==> config.mk <==
export PLATFORM = sky130hd
export DESIGN_NAME = nes_pad_reader
export DESIGN_NICKNAME = d
export VERILOG_FILES = /design/src/rtl/nes_pad_reader.sv
export SDC_FILE = /design/constraint.sdc
export NUM_CORES = 1
export LEC_CHECK = 0
export BUFFER_PORTS_ARGS = -buffer_cell sky130_fd_sc_hd__clkbuf_2
export CORE_UTILIZATION = 56
export CTS_CLUSTER_DIAMETER = 150
export CTS_CLUSTER_SIZE = 30
export DETAILED_ROUTE_END_ITERATION = 12
export HOLD_SLACK_MARGIN = 0.02
export PLACE_DENSITY = 0.77
export SLEW_MARGIN = 20
export SYNTH_ARGS = -nofsm -noshare
export SYNTH_HDL_FRONTEND = slang
export SYNTH_SLANG_ARGS = --single-unit
==> constraint.sdc <==
create_clock -name clock -period 2.4 [get_ports clock]
set_input_delay 0.12 -clock clock [delete_from_list [all_inputs] [get_ports clock]]
set_output_delay 0.12 -clock clock [all_outputs]
set_load 0.05 [all_outputs]
==> src/rtl/nes_pad_reader.sv <==
// Serial NES/SNES game-pad reader: drives the shared latch/pulse lines, shifts in every
// pad in parallel and presents registered button states with pressed/released strobes.
module nes_pad_reader #(
  parameter int CLK_DIV  = 4,
  parameter int NUM_BITS = 8,
  parameter int NUM_PADS = 1,
  parameter int POLL_GAP = 16
) (
  input  logic                         clock,
  input  logic                         reset,
  input  logic                         enable,
  input  logic [NUM_PADS-1:0]          From_Controller,
  output logic                         latch,
  output logic                         pulse,
  output logic [NUM_PADS*NUM_BITS-1:0] Buttons,
  output logic [NUM_PADS*NUM_BITS-1:0] pressed,
  output logic [NUM_PADS*NUM_BITS-1:0] released,
  output logic                         valid
);

  localparam int LATCH_LEN = 2 * CLK_DIV;
  localparam int TMAX      = (LATCH_LEN > POLL_GAP) ? LATCH_LEN : POLL_GAP;
  localparam int TW        = $clog2(TMAX + 1);
  localparam int BW        = $clog2(NUM_BITS + 1);
  localparam int FW        = NUM_PADS * NUM_BITS;

  localparam logic [TW-1:0] GAP_END   = TW'(POLL_GAP - 1);
  localparam logic [TW-1:0] LATCH_END = TW'(LATCH_LEN - 1);
  localparam logic [TW-1:0] HALF_END  = TW'(CLK_DIV - 1);
  localparam logic [BW-1:0] LAST_BIT  = BW'(NUM_BITS - 1);

  typedef enum logic [2:0] {IDLE, LATCH, PULSE_HI, PULSE_LO, DONE} state_t;

  state_t        state;
  logic [TW-1:0] timer;
  logic [BW-1:0] bit_idx;
  logic [FW-1:0] shift_q;
  logic [FW-1:0] shift_d;

  // Each pad's slice shifts right with the new (inverted) bit entering at the MSB,
  // so after NUM_BITS samples bit 0 of the frame sits at index 0.
  always_comb begin
    shift_d = shift_q;
    for (int p = 0; p < NUM_PADS; p++) begin
      shift_d[p*NUM_BITS +: NUM_BITS] = {~From_Controller[p], shift_q[p*NUM_BITS+1 +: NUM_BITS-1]};
    end
  end

  always_ff @(posedge clock or posedge reset) begin
    if (reset) begin
      state    <= IDLE;
      timer    <= '0;
      bit_idx  <= '0;
      latch    <= 1'b0;
      pulse    <= 1'b0;
      valid    <= 1'b0;
      shift_q  <= '0;
      Buttons  <= '0;
      pressed  <= '0;
      released <= '0;
    end else begin
      case (state)
        IDLE: begin
          // Count saturates at terminal while enable is low, so a late enable starts at once.
          if (timer == GAP_END) begin
            if (enable) begin
              state <= LATCH;
              timer <= '0;
              latch <= 1'b1;
            end
          end else begin
            timer <= timer + TW'(1);
          end
        end
        LATCH: begin
          if (timer == LATCH_END) begin
            shift_q <= shift_d;
            state   <= PULSE_HI;
            timer   <= '0;
            latch   <= 1'b0;
            pulse   <= 1'b1;
            bit_idx <= BW'(1);
          end else begin
            timer <= timer + TW'(1);
          end
        end
        PULSE_HI: begin
          if (timer == HALF_END) begin
            state <= PULSE_LO;
            timer <= '0;
            pulse <= 1'b0;
          end else begin
            timer <= timer + TW'(1);
          end
        end
        PULSE_LO: begin
          if (timer == HALF_END) begin
            shift_q <= shift_d;
            timer   <= '0;
            if (bit_idx == LAST_BIT) begin
              state    <= DONE;
              valid    <= 1'b1;
              Buttons  <= shift_d;
              pressed  <= shift_d & ~Buttons;
              released <= ~shift_d & Buttons;
            end else begin
              state   <= PULSE_HI;
              pulse   <= 1'b1;
              bit_idx <= bit_idx + BW'(1);
            end
          end else begin
            timer <= timer + TW'(1);
          end
        end
        DONE: begin
          state    <= IDLE;
          timer    <= '0;
          valid    <= 1'b0;
          pressed  <= '0;
          released <= '0;
        end
        default: state <= IDLE;
      endcase
    end
  end

endmodule
==> metrics.md, run 1 <==
| Metric | Value |
|---|---|
| Result of the run | completed |
| Number of antenna violations at the first check in global routing | 0 |
| Worst clock skew | approximately 0.0029 ns |
| Power per cell area | 526 nW/µm² |
| Boundary pin count | 31 |
| Post-route total power | about 1.3 mW |
| Worst vdd ir | about 0.39 mV |
| TritonRoute pass-1 iters | 4 |
| Critical path launch point type | register |
| Avg Vias per Cell | 5.93 |
| Static leakage | between 1 and 1.5 nW |
| DR vias | about 1600 |
| Worst-case register-to-register setup slack | roughly 0.28 ns |
| Total number of placement rows | 22 |
| Critical path data arrival time | 2.34 ns |
| Internal Power | ~1000 µW |
| Total number of yosys warnings | 0 |
| Number of filler cells placed in the layout | ~270 |
| Count of port buffers added during placement | 30 |
| Final count of negative-setup-slack endpoints | 0 |
| End point of the most critical hold path | Buttons[7] |
| Via count of the first global-routing pass | 1628 |
| Gr ovfl total | 0 |
| Number of cells on the worst hold path | 2 |
| Number of CTS-inserted buffers | 5 |
| Switching power share of the total | 0.221 |
| Antenna violation net count after detailed routing | 0 |
| Syn avg cell area | around 11 µm² |
| Comb pwr share | 0.026 |
| Wire length per cell after detailed routing | 15.7 µm |
| Antenna cells | 0 |
| Clock network latency to the later pin of the worst-skew pair | around 0.29 ns |
| Tot GR Track Use | 0.231 |
| Placer's final routability congestion estimate | between 0.8 and 0.9 |
| Final layout net count | 230 |
| H-Tree Depth | 2 |
| Post-Route WL | roughly 4300 µm |
| Share of power burned in the clock network | 0.360 |
| Path class of the lowest-slack min-delay path | input port to register |
| Final design instance area without fill | between 2000 and 2500 µm² |
| Final critical-path required period | ~2.1 ns |
| Leading cell types in the layout, fill and taps excluded | dfrtp_1 (46), clkbuf_2 (30), a21o_1 (16) |
| Switch Pwr | around 280 µW |
| Number of DRC markers after the initial detailed-route iteration | 90 |
| CTS sink cnt | between 40 and 50 |
| Area taken by multi-input logic gates | about 940 µm² |
| Relative max-transition margin | 0.416 |
| Sequential cell area fraction in the yosys report | 0.536 |
| Longest Clk Path Bufs | 2 |
| Transition time of the tightest slew-check pin | slightly below 0.9 ns |
| Post-synthesis net count | just under 200 |
| Placeable core region | around 3700 µm² |
| Unique masters post-synth | ~40 |
| Type of destination of the critical path | register |
| Most frequent standard cell in the layout excluding fill and tap cells | dfrtp_1 |
| Detailed Place HPWL | 3010 µm |
| Non-filler cells in the finished layout | approximately 270 |
| Height of the die | 64.0 µm |
| Unrepaired setup endpoints after global routing | false |
| Post-route fraction of the period consumed by the critical path | 0.882 |
| Sequential standard cell area | around 1200 µm² |
| MaxCap Viol Count | 0 |
| Ratio of cells with drive above 1 in the final layout | 0.263 |
| Post-CTS setup buffer count | 0 |
| Type of the worst setup path | register to register |
| Clock transition time at the flip-flop clock pins of the worst setup and hold paths | ~0.08 ns |
| Standard cell area after detailed placement | approximately 2300 µm² |
| TritonCTS clock tree | yes |
| DRC errors left | 0 |
| Critical R2R Capture | state[0] |
| CP max FO | 11 |
| Cell at the root of the clock tree | clkbuf_8 |
| Number of cells on the worst reg-to-reg path | 5 |
| Data required time at the worst endpoint | 2.62 ns |
| Post-synthesis instance total | 191 |
| Number of placed instances, taps included | roughly 260 |
| Final total negative setup slack | 0 ns |
| Area added between synthesis and finish | 13.1% |
| X dimension of the die | roughly 64 µm |
| Die area | just over 4000 µm² |
| Register bit total from synthesis | 46 |
| Final count of hold timing violations | 0 |
| Pin count of the biggest net entering global routing | 27 |
| Pins over their slew limit | 0 |
| Global-route wire length before repair | between 7000 and 8000 µm |
| Start point of the worst hold path | From_Controller |
| Hold slack final | 0.0881 ns |
| Starting density of the core | 0.587 |
| Post-Synthesis Cell Area | roughly 2100 µm² |
| Maximum clock rate | ~0.47 GHz |
| Relative contribution of sequential cells to total power | 0.615 |
| Startpoint of the worst-slack reg-to-reg timing path | timer[1] |
==> state kept, by name, indices dropped and copies added, names as in the netlist, 3 cells and up <==
register	flops
pressed	8
state	3
released	8
timer	5
bit_idx	4
shift_q	7
Buttons	8
==> how the worst max path moves through the flow <==
stage | start | end | slack, ns
after CTS | timer[1] | pressed[6] | 0.29
after floorplan | timer[0] | pressed[2] | 0.60
final | timer[1] | state[0] | 0.28
after detailed placement | timer[1] | shift_q[3] | 0.31
after global placement | timer[0] | state[0] | 0.39
after global routing | timer[1] | state[0] | 0.11
==> area by class of cell <==
| class | instances | area share |
|---|---|---|
| Clock inverter | 2 | 0.00566 |
| Multi-Input combinational cell | 132 | 0.385 |
| Timing Repair Buffer | 34 | 0.0751 |
| Inverter | 4 | 0.00618 |
| Tap cell | 48 | 0.0247 |
| Sequential cell | 46 | 0.473 |
| Clock buffer | 6 | 0.0299 |
==> routing by layer <==
| layer | up-vias | global-route usage | routed length (µm) |
|---|---|---|---|
| met3 | 4 | 0.0500 | 134 |
| li1 | 758 | - | - |
| met5 | - | 0 | 0 |
| met4 | 0 | 0.0938 | 50 |
| met1 | 817 | 0.260 | 1800 |
| met2 | 35 | 0.419 | 2290 |
==> logic make-up after synthesis <==
logic type / Yosys count / share of synthesized area
buffers and inverters: 13 / 0.0291
muxes: 14 / 0.0733
xor gates and xnor gates: 1 / 0.00408
and+or+nand+nor: 66 / 0.193
AOI/OAI and AO/OA: 48 / 0.148
DFF: 46 / 0.536
adders and majority gates: 3 / 0.0175
==> cells in the mapped netlist <==
cell / count / share of area
dfrtp_1: 46 / 0.54
a21o_1: 16 / 0.056
mux2_2: 14 / 0.073
nor3b_1: 14 / 0.049
nand2_1: 13 / 0.023
a21oi_1: 9 / 0.021
nand3_1: 8 / 0.019
o21ai_0: 8 / 0.019
nor2_1: 7 / 0.012
buf_2: 5 / 0.012
nor3_1: 5 / 0.012
inv_1: 4 / 0.0070
clkbuf_1: 3 / 0.0052
ha_1: 3 / 0.017
nor2b_1: 3 / 0.0087
a211oi_1: 2 / 0.0070
a31oi_1: 2 / 0.0058
and3b_1: 2 / 0.0082
nand4_1: 2 / 0.0058
o211ai_1: 2 / 0.0070
o31ai_1: 2 / 0.0070
or4_1: 2 / 0.0070
a22o_1: 1 / 0.0041
a2bb2oi_1: 1 / 0.0041
a31o_2: 1 / 0.0041
a32oi_1: 1 / 0.0041
and2_1: 1 / 0.0029
and2b_2: 1 / 0.0041
and4b_1: 1 / 0.0047
buf_6: 1 / 0.0052
nand2_4: 1 / 0.0052
nand2b_1: 1 / 0.0029
nand3b_1: 1 / 0.0035
nand4_4: 1 / 0.0099
nand4b_1: 1 / 0.0041
nor3b_4: 1 / 0.0087
o21ai_1: 1 / 0.0023
o22ai_1: 1 / 0.0029
o2bb2ai_1: 1 / 0.0041
or3_1: 1 / 0.0029
xor2_1: 1 / 0.0041
==> worst max-delay path, stage by stage (launching register included) <==
cell and delay, ns:
dfrtp_1 0.40, ha_1 0.27, nor3b_4 0.53, a21oi_1 0.31, or3_1 0.41, a21oi_1 0.13
==> per-stage QoR <==
step / setup slack (ns) / utilization
after floorplan: 0.600 / -
after global placement: 0.389 / 0.638
after detailed placement: 0.306 / 0.638
after CTS: 0.285 / 0.664
after global routing: 0.113 / 0.664
final: 0.282 / 0.664
==> power by group through the flow <==
stage	Clock (mW)	Combinational, mW	Sequential (mW)
floorplan	0	0.0171	0.802
global placement	0	0.0310	0.800
detailed placement	0	0.0324	0.801
CTS	0.469	0.0336	0.785
global route	0.494	0.0375	0.786
finish	0.459	0.0330	0.785
==> what timing repair did <==
item,CTS,global route
resized for setup,0,0
hold endpoints to repair,23,0
hold buffers,1,0
No activity file was read; power rests on OpenSTA's default activity.
==> run 2, diff against run 1 <==
--- a/config.mk
+++ b/config.mk
@@ -6,6 +6,7 @@
 export NUM_CORES = 1
 export LEC_CHECK = 0
 export BUFFER_PORTS_ARGS = -buffer_cell sky130_fd_sc_hd__clkbuf_2
+export CORE_MARGIN = 2
 export CORE_UTILIZATION = 56
 export CTS_CLUSTER_DIAMETER = 150
 export CTS_CLUSTER_SIZE = 30
==> run 2 against run 1 <==
Via count down 0.99%. Sequential share of layout area down 0.31 points. Combinational power down 4%. First-iteration DRC count up 49%. Worst hold slack worse by 0.0090 ns. Routed wire length down 0.63%. Final area up 0.67%. Register-to-register slack worse by 0.05 ns. Core utilization down 0.055 points. Critical path type unchanged. Largest cell class unchanged.
==> metrics.md, run 2 (synthesized netlist as in run 1, its figures left out) <==
| Metric | Value |
|---|---|
| Most frequent standard cell in the layout excluding fill and tap cells | dfrtp_1 |
| Maximum clock rate | about 0.46 GHz |
| Boundary pin count | 31 |
| Final count of hold timing violations | 0 |
| X dimension of the die | 66.0 µm |
| Met3 GRT Util | 0.0511 |
| Post-Route WL | 4250 µm |
| Height of the die | 66.0 µm |
| DRC errors left | 0 |
| Final design instance area without fill | roughly 2400 µm² |
| Tot GR Track Use | 0.223 |
| Type of destination of the critical path | register |
| Gr ovfl total | 0 |
| Global-route wire length before repair | 7220 µm |
| CP top delay family | simple AND/OR/NAND/NOR gates |
| MaxCap Viol Count | 0 |
| Number of cells on the worst hold path | 2 |
| Number of CTS-inserted buffers | 5 |
| Final layout net count | 229 |
| Post-route fraction of the period consumed by the critical path | 0.904 |
| CP max FO | 11 |
| Avg Vias per Cell | 5.90 |
| Total number of placement rows | 22 |
| Start point of the worst hold path | From_Controller |
| DR vias | 1598 |
| Number of DRC markers after the initial detailed-route iteration | roughly 130 |
| CTS sink cnt | 46 |
| Grt met1 use | 0.272 |
| Number of cells on the worst reg-to-reg path | 5 |
| Most repeated library cell on the critical path | a21oi_1 |
| Via count of the first global-routing pass | roughly 1600 |
| Clock network latency to the later pin of the worst-skew pair | ~0.3 ns |
| Post-route total power | roughly 1.4 mW |
| Top flop regs | Buttons x8, pressed x8, released x8 |
| Detailed Place HPWL | between 3000 and 4000 µm |
| Layer with the highest usage | met2 |
| Pins over their slew limit | 0 |
| Final critical-path required period | about 2.2 ns |
| Clock transition time at the flip-flop clock pins of the worst setup and hold paths | ~0.080 ns |
| Cell depth of the worst setup path | 5 |
| Result of the run | completed |
| Startpoint of the worst-slack reg-to-reg timing path | timer[0] |
| Unrepaired setup endpoints after global routing | false |
| TritonCTS clock tree | yes |
| Number of placed instances, taps included | ~260 |
| Critical path launch point type | register |
| Total buffers and inverters traversed by the critical path | 0 |
| Standard cell area after detailed placement | 2330 µm² |
| Count of port buffers added during placement | 30 |
| Worst vdd ir | about 0.44 mV |
| Number of antenna violations at the first check in global routing | 0 |
| Antenna cells | 0 |
| Relative max-transition margin | 0.453 |
| Power per cell area | 565 nW/µm² |
| Worst-path cell chain | ha_1 -> nor3b_4 -> a21oi_1 -> or3_1 -> a21oi_1 |
| Antenna violation net count after detailed routing | 0 |
| Data required time at the worst endpoint | between 2 and 3 ns |
| Leading cell types in the layout, fill and taps excluded | dfrtp_1 (46), clkbuf_2 (30), a21o_1 (16) |
| Max stage delay on crit path | 0.55 ns |
| H-Tree Depth | 2 |
| Starting density of the core | 0.583 |
| Final Core Density | 0.664 |
| Wire length per cell after detailed routing | roughly 16 µm |
| Path class of the lowest-slack min-delay path | input port to register |
| Post-CTS Resized | 0 |
| Post-CTS setup buffer count | 0 |
| Area added between synthesis and finish | 13.9% |
| Longest Clk Path Bufs | 2 |
| End point of the most critical hold path | Buttons[7] |
| TritonRoute pass-1 iters | 4 |
| Placeable core region | around 3700 µm² |
| Static leakage | 1.24 nW |
| Global routing usage on met2 | 0.376 |
| Final count of negative-setup-slack endpoints | 0 |
| Non-filler cells in the finished layout | roughly 270 |
| Die area | between 4000 and 5000 µm² |
| Critical path data arrival time | 2.39 ns |
| Pin count of the biggest net entering global routing | 27 |
| Final total negative setup slack | 0 ns |
| Worst-case register-to-register setup slack | about 0.23 ns |
| Worst path slowest cell | nor3b_4 |
| Transition time of the tightest slew-check pin | a little over 0.8 ns |
| Cell at the root of the clock tree | clkbuf_8 |
| Worst clock skew | approximately 0.0036 ns |
| Type of the worst setup path | register to register |
| Placer's final routability congestion estimate | between 0.8 and 0.9 |
| Critical R2R Capture | state[0] |
| Ratio of cells with drive above 1 in the final layout | 0.260 |
==> run 2: cell count changes in the layout (fill, tap and decap cells not counted), sizes merged <==
cell and delta:
buf -1, bufinv +1, clkinv -2, clkinvlp +1
==> run 2: metal layers <==
| metal | part of all wire | wire length, µm |
|---|---|---|
| met1 | 0.42 | 1770 |
| met2 | 0.53 | 2260 |
| met3 | 0.034 | 145 |
| met4 | 0.019 | 81 |
| met5 | 0 | 0 |
==> run 2: area by class of cell <==
type,instances,area [µm²]
timing repair buffer,33,175
fill,306,1240
clock buffer,6,72.6
clock inverter,2,37.5
sequential,46,1150
inverter,4,15.0
multi-input combinational,132,936
tap,48,60.1
==> run 2: per-stage QoR <==
step	setup WS, ns	hold WS, ns
detailed placement	0.270	0.192
finish	0.230	0.0792
global route	0.0743	0.0941
floorplan	0.600	0.232
CTS	0.230	0.0773
global placement	0.396	0.179
==> run 2: worst max path at each step <==
stage,start,to,slack (ns)
global placement,timer[0],state[0],0.40
global route,timer[0],state[0],0.07
floorplan,timer[0],pressed[2],0.60
detailed placement,timer[0],state[0],0.27
finish,timer[0],state[0],0.23
CTS,timer[0],state[0],0.23
==> run 2: repair_timing <==
| item | in CTS | in global routing |
|---|---|---|
| endpoints found under the setup margin | 0 | 0 |
| hold buffers | 1 | 0 |
| hold endpoints to repair | 22 | 0 |
==> run 2: power breakdown <==
part | leakage [nW] | total, mW | internal (mW) | switching (mW)
sequential | 0.593 | 0.785 | 0.779 | 0.00553
combinational | 0.595 | 0.0316 | 0.00923 | 0.0224
clock | 0.0514 | 0.566 | 0.311 | 0.255
total | 1.24 | 1.38 | 1.10 | 0.283
